[src/rtl/pdm_pkg.sv]
// Shared definitions for the path delay monitor: FSM states and default parameters.
// Latency: n/a (package only).
// Backpressure: n/a (package only).
package pdm_pkg;

  // Default parameter values for the monitor
  localparam int PDM_CNT_W       = 16;
  localparam int PDM_NUM_TRIALS  = 16;
  localparam int PDM_SETTLE_CYC  = 8;
  localparam int PDM_TIMEOUT_CYC = 1000;

  // Measurement sequencer states
  typedef enum logic [2:0] {
    ST_IDLE   = 3'd0,
    ST_SETTLE = 3'd1,
    ST_WAIT   = 3'd2,
    ST_CALC   = 3'd3,
    ST_REPORT = 3'd4
  } pdm_state_e;

endpackage

[src/rtl/sync_2ff.sv]
// Two-flop synchronizer bringing an asynchronous level into the clk domain.
// Latency: 2 clk edges from a stable input to q.
// Backpressure: none; samples every cycle.
module sync_2ff (
  input  logic clk,
  input  logic rst_n,
  input  logic d,
  output logic q
);

  logic r_meta;
  logic r_sync;

  // Capture the asynchronous input, then re-register to resolve metastability
  always_ff @(posedge clk or negedge rst_n) begin
    if (!rst_n) begin
      r_meta <= 1'b0;
      r_sync <= 1'b0;
    end else begin
      r_meta <= d;
      r_sync <= r_meta;
    end
  end

  assign q = r_sync;

endmodule

[src/rtl/path_delay_monitor.sv]
// Launches transitions into a path under test, times each to the synchronized
// output, averages NUM_TRIALS trials and flags deviation from a golden delay.
// Latency: per trial SETTLE_CYC + delay; results 2 cycles after the last trial. No backpressure; start ignored while busy.
module path_delay_monitor
  import pdm_pkg::*;
#(
  parameter int CNT_W       = PDM_CNT_W,
  parameter int NUM_TRIALS  = PDM_NUM_TRIALS,
  parameter int SETTLE_CYC  = PDM_SETTLE_CYC,
  parameter int TIMEOUT_CYC = PDM_TIMEOUT_CYC
) (
  input  logic             clk,
  input  logic             rst_n,
  input  logic             start,
  input  logic [CNT_W-1:0] golden_delay,
  input  logic [CNT_W-1:0] tolerance,
  output logic             launch,
  input  logic             path_out,
  output logic             busy,
  output logic             done,
  output logic [CNT_W-1:0] avg_delay,
  output logic             trojan_flag,
  output logic             timeout_err
);

  // Sum holds NUM_TRIALS delays each below 2^CNT_W, so LOG2_NT extra bits never overflow
  localparam int LOG2_NT = $clog2(NUM_TRIALS);
  localparam int SUM_W   = CNT_W + LOG2_NT;

  localparam logic [CNT_W-1:0]   SETTLE_LAST = CNT_W'(SETTLE_CYC - 1);
  localparam logic [CNT_W-1:0]   TIMEOUT_V   = CNT_W'(TIMEOUT_CYC);
  localparam logic [LOG2_NT-1:0] LAST_TRIAL  = LOG2_NT'(NUM_TRIALS - 1);

  pdm_state_e         r_state;
  logic [CNT_W-1:0]   r_cnt;
  logic [LOG2_NT-1:0] r_trial;
  logic [SUM_W-1:0]   r_sum;
  logic               r_base;
  logic               r_launch;
  logic               r_busy;
  logic               r_done;
  logic [CNT_W-1:0]   r_avg;
  logic               r_flag;
  logic               r_to;

  logic               w_sync;
  logic               w_switched;
  logic [CNT_W-1:0]   w_avg;
  logic [CNT_W-1:0]   w_diff;
  logic [SUM_W-1:0]   w_sum_next;

  sync_2ff u_sync (
    .clk   (clk),
    .rst_n (rst_n),
    .d     (path_out),
    .q     (w_sync)
  );

  // The path has switched once its synchronized output leaves the pre-launch level
  assign w_switched = (w_sync != r_base);

  // Accumulated sum including the trial that just completed
  assign w_sum_next = r_sum + {{LOG2_NT{1'b0}}, r_cnt};

  // Truncating divide by a power of two; a timeout saturates the average
  assign w_avg = r_to ? {CNT_W{1'b1}} : r_sum[SUM_W-1:LOG2_NT];

  // Magnitude of deviation, ordered so the subtraction never wraps
  assign w_diff = (w_avg >= golden_delay) ? (w_avg - golden_delay)
                                          : (golden_delay - w_avg);

  // Measurement sequencer with registered outputs
  always_ff @(posedge clk or negedge rst_n) begin
    if (!rst_n) begin
      r_state  <= ST_IDLE;
      r_cnt    <= '0;
      r_trial  <= '0;
      r_sum    <= '0;
      r_base   <= 1'b0;
      r_launch <= 1'b0;
      r_busy   <= 1'b0;
      r_done   <= 1'b0;
      r_avg    <= '0;
      r_flag   <= 1'b0;
      r_to     <= 1'b0;
    end else begin
      r_done <= 1'b0;
      case (r_state)
        ST_IDLE: begin
          if (start) begin
            r_sum   <= '0;
            r_trial <= '0;
            r_cnt   <= '0;
            r_to    <= 1'b0;
            r_avg   <= '0;
            r_flag  <= 1'b0;
            r_busy  <= 1'b1;
            r_state <= ST_SETTLE;
          end
        end

        ST_SETTLE: begin
          if (r_cnt == SETTLE_LAST) begin
            // launch keeps its level across trials, so trials alternate polarity
            r_base   <= w_sync;
            r_launch <= ~r_launch;
            r_cnt    <= '0;
            r_state  <= ST_WAIT;
          end else begin
            r_cnt <= r_cnt + 1'b1;
          end
        end

        ST_WAIT: begin
          if (w_switched) begin
            r_sum <= w_sum_next;
            r_cnt <= '0;
            if (r_trial != LAST_TRIAL) begin
              r_trial <= r_trial + 1'b1;
              r_state <= ST_SETTLE;
            end else begin
              r_state <= ST_CALC;
            end
          end else if (r_cnt == TIMEOUT_V) begin
            // Remaining trials are abandoned once one path fails to switch
            r_to    <= 1'b1;
            r_state <= ST_CALC;
          end else begin
            r_cnt <= r_cnt + 1'b1;
          end
        end

        ST_CALC: begin
          r_avg   <= w_avg;
          r_flag  <= (w_diff > tolerance) | r_to;
          r_done  <= 1'b1;
          r_state <= ST_REPORT;
        end

        ST_REPORT: begin
          r_busy  <= 1'b0;
          r_state <= ST_IDLE;
        end

        default: begin
          r_busy  <= 1'b0;
          r_state <= ST_IDLE;
        end
      endcase
    end
  end

  assign launch      = r_launch;
  assign busy        = r_busy;
  assign done        = r_done;
  assign avg_delay   = r_avg;
  assign trojan_flag = r_flag;
  assign timeout_err = r_to;

endmodule

[config.mk]
export PLATFORM = sky130hd
export DESIGN_NAME = path_delay_monitor
export DESIGN_NICKNAME = d
export VERILOG_FILES = /design/src/rtl/pdm_pkg.sv /design/src/rtl/sync_2ff.sv /design/src/rtl/path_delay_monitor.sv
export SDC_FILE = /design/constraint.sdc
export NUM_CORES = 1
export LEC_CHECK = 0
export CAP_MARGIN = 20
export CORE_MARGIN = 2
export CORE_UTILIZATION = 43
export DETAILED_ROUTE_END_ITERATION = 6
export HOLD_SLACK_MARGIN = 0.03
export PLACE_DENSITY = 0.62
export SYNTH_ARGS = -nofsm -noshare
export SYNTH_HDL_FRONTEND = slang
export SYNTH_SLANG_ARGS = --single-unit
[constraint.sdc]
create_clock -name clk -period 5.7 [get_ports clk]
set_input_delay 1.14 -clock clk [delete_from_list [all_inputs] [get_ports clk]]
set_output_delay 1.14 -clock clk [all_outputs]
set_load 0.03 [all_outputs]
Yosys cells after proc, flatten, opt, wreduce, memory -nomap -nowiden
Index checks and enable logic that the tools add are counted.
- $add $sub $neg: 5
- magnitude comparators: 2
- equality and inequality tests: 15
- multiplexer cells: 29
- bitwise gates (word level): 3
- reduce and logical (&&, ||, !) cells: 13
- operators by type and width (operator ; count):
    $mux W16 ; 6
    $pmux W16 S3 ; 1
    $mux W20 ; 2
    $pmux W20 S2 ; 1
    $pmux W16 S2 ; 1
    $sub A16 B16 Y16 ; 2
    $add A20 B16 Y20 ; 1
    $add A16 B1 Y16 const B ; 1
    $eq A16 B10 Y1 const B ; 1
    $eq A16 B3 Y1 const B ; 1
    $ge A16 B16 Y1 ; 1
    $gt A16 B16 Y1 ; 1
    $mux W3 ; 4
    $mux W4 ; 3
    $ne A2 B2 Y1 const B ; 6
    $pmux W3 S4 ; 1
    $reduce_and A3 Y1 ; 3
    $pmux W4 S2 ; 1
    $reduce_and A4 Y1 ; 2
    $eq A3 B2 Y1 const B ; 2
    $ne A3 B3 Y1 const B ; 2
    $pmux W1 S2 ; 3
    $reduce_and A2 Y1 ; 3
    $mux W1 ; 5
    other kinds (11) ; 13
- register bits: 67
- logic and storage cells: 80

Logic depth before layout (Yosys ltp)
Gate-level depths: netlist of run 1.
- depth after elaboration: 6
- depth in mapped cells: 22

Modules after synthesis
A second synthesis of run 1 with hierarchy kept.
- cell total of the unflattened synthesis: 729
- area, all modules: 5975.7 um^2
- modules (own cells, without submodules) (module ; times used ; cells each ; area an instance (um^2) ; sequential area each (um^2)):
    path_delay_monitor ; 1 ; 727 ; 5925.7 ; 1626.6
    sync_2ff ; 1 ; 2 ; 50.0 ; 50.0

Worst setup path before layout of run 1
No wires, ideal clock.
- path type: in2reg
- start point: input port golden_delay[0]
- end point: register r_flag (netlist: trojan_flag)
- setup time: 0.134 ns
- arrival time: 4.234 ns
- slack: 1.333 ns
- stages on the path: 18
- buffers on the path: 1
- path through: ha_1 fa_1 nand3b_1 a31oi_1 o21ai_1 o211ai_2 buf_4 mux2i_1 o31ai_2 xor2_1 ha_1 a21o_1 a21o_1 a21o_1 a211oi_1 a21oi_1 a2111oi_0 o21ai_1
- word-level cells in the longest chain between the ends: 5
- elaborated cells between the ends (all ways): 7
- RTL lines (element ; line ; RTL):
    start: declaration ; path_delay_monitor.sv:15 ; input logic [CNT_W-1:0] golden_delay,
    $sub A16 B16 Y16 (tied with other cells) ; path_delay_monitor.sv:70 ; : (golden_delay - w_avg);
    $mux W16 (*) ; path_delay_monitor.sv:69 ; assign w_diff = (w_avg >= golden_delay) ? (w_avg - golden_delay)
    $gt A16 B16 Y1 (*) ; path_delay_monitor.sv:135 ; r_flag <= (w_diff > tolerance) | r_to;
    $or A1 B1 Y1 (*) ; path_delay_monitor.sv:135 ;
    $pmux W1 S2 (*) ; path_delay_monitor.sv:88 ; case (r_state)
    end signal: assignment ; path_delay_monitor.sv:135 ;
    end: declaration ; path_delay_monitor.sv:43 ; logic r_flag;
Every way passes the cells marked *; elsewhere a longest branch is shown, timed or not.
A chain may end at the register's enable or synchronous reset.

Worst setup path in the final report of run 1
- start point: input port golden_delay[9]
- end point: register r_flag (netlist: trojan_flag)
The elaborated chain is that of the path after synthesis.

==> run metrics, run 1 <==
element type at the critical path end flip-flop; H-tree depth 3; RSZ-0062 raised after global routing no; IO Pins 57; register bit total from synthesis 67; critical-path cell with the highest stage delay clkdlybuf4s50_1; Overall Global Routing Usage 0.213; post-layout net count 851; outcome finished clean; Comb pwr share 0.320; Ys Warns 0; Post-synth EDFFs 0; post-synthesis cell area 5840 um^2; crit-path max cell delay 490 ps; DRC 0; setup tns final 0 ps; synth unique cells 70; Top FF cell, synth dfrtp_1; Routed WL per cell 16.2 um; # fillers 1306; Worst-Skew Late Latency 330 ps; PortBufs 56; total grt overflow 0; Vias 5232; CTS Buf Count 9; Total Wirelength 15000 um; FMAX 205 MHz; largest net degree at the start of global routing 68; Resize count post-CTS 0; global-route wire length before repair 24800 um; CTS tree built; Critical Path Sink trojan_flag; final instance area 6770 um^2; Flop pwr share 0.355; cell chain of the critical path clkdlybuf4s50_1, inv_1, ha_1, a21oi_1, o22ai_1, a21oi_1, o211ai_2, mux2i_1, o31ai_2, xor2_1, ha_1, a21o_1, a21o_1, a21o_1, a211oi_1, a21oi_1, a2111oi_0, o21ai_1; Slew Limit Headroom 0.425; Area after DPL 6490 um^2; CTS hold repair buffers 0; Clk pwr share 0.325; Mapped Cells 706; vias in the first global route 5187; CP delay by family, top compound AO/OA/AOI/OAI gates; FF+latch area 1680 um^2; Final Hold Vio Count 0; Routed Antenna Nets 0; syn nets 811; area of the multi-input gates 3760 um^2; Horiz. Die Dim 121 um; total core area 13200 um^2; Crit Path Class primary input to flip-flop; Area contributors post-synth dfrtp_1 (29%), ha_1 (14%), inv_1 (4.1%); Ant. Diodes 0; P_int 1.07 mW; Slew Limit Fails 0; Cell Pwr Density 241 nW/um^2; Worst Setup SP golden_delay[9]; R2R Path End trojan_flag; commonest cells after routing, fill and taps aside dfrtp_1 (67), ha_1 (66), inv_1 (64); Tmin final 4880 ps; Req. time, crit path 5890 ps; initial core utilization 0.441; post-route clock skew 9.12 ps; max-cap viol count 0; Max FO, Critical Path 11; die area 14500 um^2; Worst Reg-to-Reg Cells 18; worst hold path class flip-flop to flip-flop; area leader, netlist dfrtp_1; vias per cell 5.65; DRT iter0 DRCs 273; Post-Syn Area per Cell 8.27 um^2; commonest non-fill, non-tap cell in the layout dfrtp_1; # Post-CTS Setup Buffers 0; Rows 42; Sw Share 0.347; layout cells sized above 1 0.0640; Root Driver clkbuf_16; placer congestion estimate 0.927; worst slew pin tran 863 ps; CP Depth 18; R2R Path Start timeout_err; async set-reset flop share out of synthesis 1.00; P_sw 0.567 mW; final setup violation count 0; first-pass detailed-route iteration total 5; Die Span Y 121 um; DP HPWL 11800 um; Startpoint Class primary input; clk sinks 67; sequential area share after synthesis 0.287; WP buf/inv 2; Synth top area share 0.287; area grow syn2layout 15.9%; Crit path arrival time 5070 ps; leakage 3.24 nW; Worst R2R Setup Slack 1010 ps; initial antenna violation count 0; peak supply drop 203 uV; clock slew at reported path FFs 60 ps; fin crit share 0.856; CTS max path bufs 2
-- area by class of cell --
class	count	share of cell area
Inverter	65	0.0360
Clock buffer	9	0.0333
Timing Repair Buffer	60	0.0865
Clock inverter	6	0.00850
Tap cell	176	0.0325
Multi-Input combinational cell	543	0.556
Sequential cell	67	0.248
-- worst reg2reg max path, cell delays in order (launching register included) --
cell       delay [ps]
dfrtp_1           810
nor2_1            260
ha_1              290
fa_1              390
nand3b_1          190
a31oi_1           210
o21ai_1           100
o211ai_2          120
mux2i_1           350
o31ai_2           110
xor2_1            160
ha_1              300
a21o_1            160
a21o_1            170
a21o_1            180
a211oi_1          200
a21oi_1            90
a2111oi_0         330
o21ai_1           140
-- power groups by stage --
| stage | Clock [mW] | Combinational (mW) | Sequential (mW) |
|---|---|---|---|
| detailed placement | 0 | 0.522 | 0.588 |
| global placement | 0 | 0.512 | 0.586 |
| finish | 0.531 | 0.522 | 0.580 |
| global route | 0.556 | 0.591 | 0.589 |
| floorplan | 0 | 0.355 | 0.601 |
| CTS | 0.541 | 0.527 | 0.580 |
-- Yosys cell counts, types with 3 or more instances --
cell type,n
nand4_1,17
a31oi_1,8
nor3_1,5
dfrtp_1,67
clkbuf_1,8
nor2b_1,8
inv_1,64
a21o_1,16
o311a_1,4
mux2i_1,10
xnor2_1,15
fa_1,3
a22o_1,3
o21ai_1,23
nand2b_1,7
or3_1,4
nand3_1,41
nand2_1,58
buf_2,18
o211ai_1,4
xor2_1,21
a21oi_2,5
nor2_1,55
or2_2,3
or4_1,6
buf_4,3
ha_1,66
and3_1,10
o31ai_1,6
o21ai_0,44
a221oi_1,3
and4_1,3
a21oi_1,40
a211oi_1,5
o21a_1,8
-- metrics by stage --
stage	setup WS (ps)	power, mW	instances	utilization	hold WS (ps)
final	822	1.63	926	0.511	357
after global routing	499	1.74	926	0.511	372
after CTS	840	1.65	926	0.511	360
after detailed placement	516	1.11	911	0.490	347
after global placement	634	1.10	911	0.490	336
after floorplan	1330	0.957	706	-	331
-- kinds of logic (layout without fill, tap and decap cells) --
kind of cell | after synthesis | in the layout | synth area share
buf+inv | 96 | 140 | 0.0688
mux | 11 | 11 | 0.0191
xor+xnor | 37 | 37 | 0.0568
simple gates | 238 | 238 | 0.209
flops | 67 | 67 | 0.287
fa+ha+maj | 69 | 69 | 0.152
compound gates | 188 | 188 | 0.208
-- routing by layer --
layer / global-route usage / wire [um]
met1: 0.263 / 6650
met3: 0.0292 / 520
met4: 0.0567 / 253
met5: 0 / 0
met2: 0.389 / 7580
-- registers in the layout, indices dropped and copies added, names as in the netlist, 3 cells and up --
register	count
avg_delay	16
r_cnt	16
r_state	3
r_sum	20
r_trial	4
-- how the worst min path moves through the flow --
stage | startpoint | to | cells after the start
after floorplan | u_sync.r_meta | u_sync.q | 0
after global placement | u_sync.r_meta | u_sync.q | 0
after detailed placement | u_sync.r_meta | u_sync.q | 0
after CTS | u_sync.r_meta | u_sync.q | 0
after global routing | u_sync.r_meta | u_sync.q | 0
final | u_sync.r_meta | u_sync.q | 0
(Power assumes the default switching activity.)
==> run 2, diff against run 1 <==
--- a/config.mk
+++ b/config.mk
@@ -13,4 +13,5 @@
 export PLACE_DENSITY = 0.62
 export SYNTH_ARGS = -nofsm -noshare
 export SYNTH_HDL_FRONTEND = slang
+export SYNTH_HIERARCHICAL = 1
 export SYNTH_SLANG_ARGS = --single-unit
==> run metrics, run 2 <==
hold_ws 361 ps (was 357 ps); Mapped Cells 729 (was 706); Slew Limit Headroom 0.404 (was 0.425); Area after DPL 6670 um^2 (was 6490 um^2); dpl cells 940 (was 911); Synth top area share 0.281 (was 0.287); post-layout net count 876 (was 851); most common cell in the netlist o21ai_0 (was dfrtp_1); initial core utilization 0.436 (was 0.441); Post-Syn Area per Cell 8.20 um^2 (was 8.27 um^2); Area contributors post-synth dfrtp_1 (28%), ha_1 (14%), o21ai_0 (5.9%) (was dfrtp_1 (29%), ha_1 (14%), inv_1 (4.1%)); PortBufs 56 (unchanged); Top FF cell, synth dfrtp_1 (unchanged); total core area 13700 um^2 (was 13200 um^2); outcome finished clean (unchanged); Req. time, crit path 5910 ps (was 5890 ps); clock slew at reported path FFs 60 ps (about the same); Post-Synth Simple-Gate Area 0.204 (was 0.209); Total Wirelength 16400 um (was 15000 um); Worst Setup SP golden_delay[9] (unchanged); async set-reset flop share out of synthesis 1.00 (unchanged); worst hold path class flip-flop to flip-flop (unchanged); Crit Path Class primary input to flip-flop (unchanged); RSZ-0062 raised after global routing no (unchanged); Routed WL per cell 17.2 um (was 16.2 um); mux cell area share after synthesis 0.0255 (was 0.0191); largest net degree at the start of global routing 68 (unchanged); P_sw 0.636 mW (was 0.567 mW); setup tns final 0 ps (unchanged); post-route clock skew 8.88 ps (was 9.12 ps); Rows 43 (was 42); Ys Warns 6 (was 0); commonest cells after routing, fill and taps aside o21ai_0 (71), dfrtp_1 (67), ha_1 (66) (was dfrtp_1 (67), ha_1 (66), inv_1 (64)); Slew Limit Fails 0 (unchanged); clk sinks 67 (unchanged); Post-synth EDFFs 0 (unchanged); Sw Share 0.368 (was 0.347); die area 14900 um^2 (was 14500 um^2); R2R Path End trojan_flag (unchanged); Routed Antenna Nets 0 (unchanged); area leader, netlist dfrtp_1 (unchanged); placer congestion estimate 0.939 (was 0.927); Cell Pwr Density 247 nW/um^2 (was 241 nW/um^2); Critical Path Sink trojan_flag (unchanged); final setup violation count 0 (unchanged); Flop pwr share 0.324 (was 0.355); DP HPWL 12600 um (was 11800 um); IO Pins 57 (unchanged); Worst Reg-to-Reg Cells 15 (was 18); Resize count post-CTS 0 (unchanged); post-synthesis adder-cell area fraction 0.148 (was 0.152); Worst-Skew Late Latency 340 ps (was 330 ps); sequential area share after synthesis 0.281 (was 0.287); R2R Path Start timeout_err (unchanged); Horiz. Die Dim 122 um (was 121 um); Startpoint Class primary input (unchanged); most frequent cells after synthesis o21ai_0 (71), dfrtp_1 (67), ha_1 (66) (was dfrtp_1 (67), ha_1 (66), inv_1 (64)); leakage 3.36 nW (was 3.24 nW); Synth Area in XOR/XNOR 0.0513 (was 0.0568); syn nets 834 (was 811); commonest non-fill, non-tap cell in the layout o21ai_0 (was dfrtp_1); layout cells sized above 1 0.0670 (was 0.0640); Max FO, Critical Path 11 (unchanged); DRT iter0 DRCs 320 (was 273); element type at the critical path end flip-flop (unchanged); CTS hold repair buffers 0 (unchanged); Comb pwr share 0.320 (about the same); Die Span Y 122 um (was 121 um); Clk pwr share 0.355 (was 0.325); worst slew pin tran 894 ps (was 863 ps); post-synthesis cell area 5980 um^2 (was 5840 um^2); register bit total from synthesis 67 (unchanged); Root Driver clkbuf_16 (unchanged); fin crit share 0.881 (was 0.856); Worst R2R Setup Slack 790 ps (was 1010 ps); max-cap viol count 0 (unchanged); largest register by flop count r_sum (unchanged); P_int 1.09 mW (was 1.07 mW); max FFs per register 20 (unchanged); initial antenna violation count 0 (unchanged); vias per cell 5.71 (was 5.65); CTS max path bufs 2 (unchanged); Overall Global Routing Usage 0.225 (was 0.213); CTS Buf Count 9 (unchanged); Crit path arrival time 5230 ps (was 5070 ps); Final Hold Vio Count 0 (unchanged); Tmin final 5020 ps (was 4880 ps); area grow syn2layout 17.0% (was 15.9%); vias in the first global route 5199 (was 5187); total grt overflow 0 (unchanged); Cell Count, Final, Fillers Out 956 (was 926); global-route wire length before repair 26200 um (was 24800 um); # Post-CTS Setup Buffers 0 (unchanged); DRC 0 (unchanged); final instance area 6990 um^2 (was 6770 um^2); largest family of logic cells by synthesized area compound AO/OA/AOI/OAI gates (was simple AND/OR/NAND/NOR gates); Vias 5463 (was 5232); H-tree depth 3 (unchanged); Synth Area in Compound Gates 0.223 (was 0.208); # fillers 1342 (was 1306); FMAX 199 MHz (was 205 MHz); synth unique cells 68 (was 70); CTS tree built (unchanged); first-pass detailed-route iteration total 5 (unchanged); peak supply drop 146 uV (was 203 uV); Ant. Diodes 0 (unchanged)
[run 2: cell types whose count changed in the layout (fill, tap and decap cells not counted), moves of 6 or more]
cell / before / now
o21ai_1: 23 / 3
a211oi_1: 5 / 12
nor3_1: 5 / 11
nand3_1: 41 / 29
a21o_1: 16 / 9
o21ai_0: 44 / 71
[run 2: power groups by stage]
stage / combinational, mW / clock (mW) / sequential [mW]
final: 0.553 / 0.614 / 0.560
after global routing: 0.611 / 0.652 / 0.568
after CTS: 0.558 / 0.625 / 0.559
after detailed placement: 0.555 / 0 / 0.568
after global placement: 0.545 / 0 / 0.566
after floorplan: 0.410 / 0 / 0.562
[run 2: cell families (layout without fill, tap and decap cells)]
family,after synthesis,after routing
mux,15,15
xor+xnor,35,35
buf+inv,98,145
simple gates,238,238
flops,67,67
compound gates,207,207
fa+ha+maj,69,69
[run 2: layout make-up]
| cell class | count | area, um^2 | area share |
|---|---|---|---|
| inverters | 64 | 240 | 0.0344 |
| multi-input cells | 564 | 3900 | 0.558 |
| clock inverters | 7 | 98.8 | 0.0141 |
| repair buffers | 65 | 623 | 0.0892 |
| flip-flops and latches | 67 | 1680 | 0.240 |
| clock buffers | 9 | 225 | 0.0322 |
| well taps | 180 | 225 | 0.0322 |
[run 2: stage by stage]
step                utilization  total power [mW]  worst slack [ps]
floorplan                     -             0.972              1480
global placement          0.486              1.11               550
detailed placement        0.486              1.12               416
CTS                       0.509              1.74               767
global route              0.509              1.83               491
finish                    0.509              1.73               680
[run 2: how the worst min path moves through the flow]
stage,startpoint,to,cells past startpoint
floorplan,u_sync/r_meta,u_sync/q,0
global placement,u_sync/r_meta,u_sync/q,0
detailed placement,u_sync/r_meta,u_sync/q,0
CTS,u_sync/r_meta,u_sync/q,0
global route,u_sync/r_meta,u_sync/q,0
finish,u_sync/r_meta,u_sync/q,0
[run 2: metal layers]
metal | vias to the layer above | GRT usage | wire length, um
met5 | - | 0 | 0
met4 | 0 | 0.0740 | 333
met3 | 22 | 0.0417 | 633
met2 | 123 | 0.373 | 7760
met1 | 2618 | 0.297 | 7720
li1 | 2700 | - | -
[run 2: worst max-delay path, stage by stage]
cell,delay (ps)
clkdlybuf4s50_1,490
inv_1,50
ha_1,480
nand4_1,260
nor3_1,300
o211ai_1,380
and2_1,480
nor4_1,380
nor4_1,100
ha_1,300
nand4_1,130
nor2_1,170
nand4_1,130
o41ai_1,300
o21ai_0,130
==> run 3, diff against run 2 <==
==> constraint.sdc (replaced) <==
create_clock -name clk -period 5.9 [get_ports clk]
set_input_delay 1.18 -clock clk [delete_from_list [all_inputs] [get_ports clk]]
set_output_delay 1.18 -clock clk [all_outputs]
set_load 0.03 [all_outputs]
==> run metrics, run 3 (same netlist as run 2, synthesis figures left out) <==
outcome finished clean (unchanged); CTS max path bufs 2 (unchanged); placer congestion estimate 0.937 (was 0.939); P_int 1.01 mW (was 1.09 mW); Routed Antenna Nets 0 (unchanged); leakage 3.35 nW (was 3.36 nW); DP HPWL 12700 um (was 12600 um); H-tree depth 3 (unchanged); Flop pwr share 0.332 (was 0.324); Vias 5425 (was 5463); Final Hold Vio Count 0 (unchanged); dpl cells 939 (was 940); Total Wirelength 16400 um (about the same); max FFs per register 20 (unchanged); first-pass detailed-route iteration total 5 (unchanged); worst hold path class flip-flop to flip-flop (unchanged); Max FO, Critical Path 11 (unchanged); commonest cells after routing, fill and taps aside o21ai_0 (71), dfrtp_1 (67), ha_1 (66) (unchanged); Cell Count, Final, Fillers Out 955 (was 956); largest net degree at the start of global routing 68 (unchanged); Resize count post-CTS 0 (unchanged); total grt overflow 0 (unchanged); global-route wire length before repair 26400 um (was 26200 um); Area after DPL 6660 um^2 (was 6670 um^2); Clk pwr share 0.340 (was 0.355); Placement Setup Slack 506 ps (was 416 ps); max-cap viol count 0 (unchanged); post-route clock skew 10.6 ps (was 8.88 ps); worst slew pin tran 898 ps (was 894 ps); RSZ-0062 raised after global routing no (unchanged); Sw Share 0.378 (was 0.368); Horiz. Die Dim 122 um (unchanged); Tmin final 5110 ps; DRC 0 (unchanged); Req. time, crit path 6120 ps (was 5910 ps); CTS tree built (unchanged); vias per cell 5.68 (was 5.71); Slew Limit Headroom 0.401 (was 0.404); post-layout net count 875 (was 876); final instance area 6960 um^2 (was 6990 um^2); total power 1.63 mW (was 1.73 mW); vias in the first global route 5259 (was 5199); Startpoint Class primary input (unchanged); Critical Path Sink trojan_flag (unchanged); Final WS setup 790 ps (was 680 ps); Worst-Skew Late Latency 340 ps (about the same); Comb pwr share 0.328 (was 0.320); initial core utilization 0.436 (unchanged); die area 14900 um^2 (unchanged); CTS hold repair buffers 0 (unchanged); Cell Pwr Density 234 nW/um^2 (was 247 nW/um^2); Worst Setup SP golden_delay[5] (was golden_delay[9]); Slew Limit Fails 0 (unchanged); FMAX 196 MHz; clk sinks 67 (unchanged); DRT iter0 DRCs 358 (was 320); CTS Buf Count 9 (unchanged); P_sw 0.616 mW (was 0.636 mW); Ant. Diodes 0 (unchanged); Worst Reg-to-Reg Cells 15 (unchanged); setup tns final 0 ps (unchanged); R2R Path End trojan_flag (unchanged); PortBufs 56 (unchanged); total core area 13700 um^2 (unchanged); Overall Global Routing Usage 0.226 (was 0.225); Root Driver clkbuf_16 (unchanged); Crit Path Class primary input to flip-flop (unchanged); Crit path arrival time 5330 ps (was 5230 ps); Worst R2R Setup Slack 1010 ps (was 790 ps); IO Pins 57 (unchanged); Routed WL per cell 17.2 um (about the same); area grow syn2layout 16.5% (was 17.0%); Die Span Y 122 um (unchanged); R2R Path Start timeout_err (unchanged); largest register by flop count r_sum (unchanged); final setup violation count 0 (unchanged); element type at the critical path end flip-flop (unchanged); Rows 43 (unchanged); initial antenna violation count 0 (unchanged); fin crit share 0.866; layout cells sized above 1 0.0645 (was 0.0670); commonest non-fill, non-tap cell in the layout o21ai_0 (unchanged); peak supply drop 172 uV (was 146 uV); clock slew at reported path FFs 60 ps (about the same); # Post-CTS Setup Buffers 0 (unchanged)
-- run 3: cell count changes in the layout (fill, tap and decap cells not counted) --
cell        before  now
clkinv_4         1    3
buf_4            9    8
bufinv_16        2    1
clkbuf_1         0    1
clkinv_2         1    0
clkinvlp_4       1    0
-- run 3: per-layer routing --
metal	wire (um)	GRT usage	up-vias
met5	0	0	-
met4	322	0.0769	0
met3	622	0.0337	25
met2	7810	0.372	118
met1	7670	0.304	2586
li1	-	-	2696
-- run 3: worst min-delay path by stage --
stage               endpoint  cells past startpoint     startpoint
floorplan           u_sync/q                      0  u_sync/r_meta
global placement    u_sync/q                      0  u_sync/r_meta
detailed placement  u_sync/q                      0  u_sync/r_meta
CTS                 u_sync/q                      0  u_sync/r_meta
global route        u_sync/q                      0  u_sync/r_meta
finish              u_sync/q                      0  u_sync/r_meta
-- run 3: power groups by stage --
stage | Clock, mW | Sequential [mW] | Combinational, mW
2_1_floorplan | 0 | 0.543 | 0.396
3_3_place_gp | 0 | 0.547 | 0.526
3_5_place_dp | 0 | 0.549 | 0.535
4_1_cts | 0.568 | 0.540 | 0.537
5_1_grt | 0.592 | 0.549 | 0.596
6_report | 0.554 | 0.541 | 0.534
-- run 3: area by class of cell --
cell class	count	area [um^2]
well taps	180	225
fillers	1336	6760
multi-input cells	564	3900
clock inverters	6	73.8
clock buffers	10	229
flip-flops and latches	67	1680
inverters	64	240
repair buffers	64	616
-- run 3: per-stage QoR --
| step | utilization | hold WS [ps] |
|---|---|---|
| 3_5_place_dp | 0.485 | 350 |
| 2_1_floorplan | - | 331 |
| 5_1_grt | 0.507 | 373 |
| 3_3_place_gp | 0.485 | 335 |
| 6_report | 0.507 | 360 |
| 4_1_cts | 0.507 | 364 |
-- run 3: worst max-delay path: stages --
cell and delay, ps:
clkdlybuf4s50_1 480, inv_1 50, ha_1 400, a21oi_1 340, nand2_1 100, o211ai_1 660, and2_1 570, mux2i_1 280
xnor2_1 100, ha_1 320, nand4_1 100, nor2_1 160, nand4_1 160, o41ai_1 320, o21ai_0 120
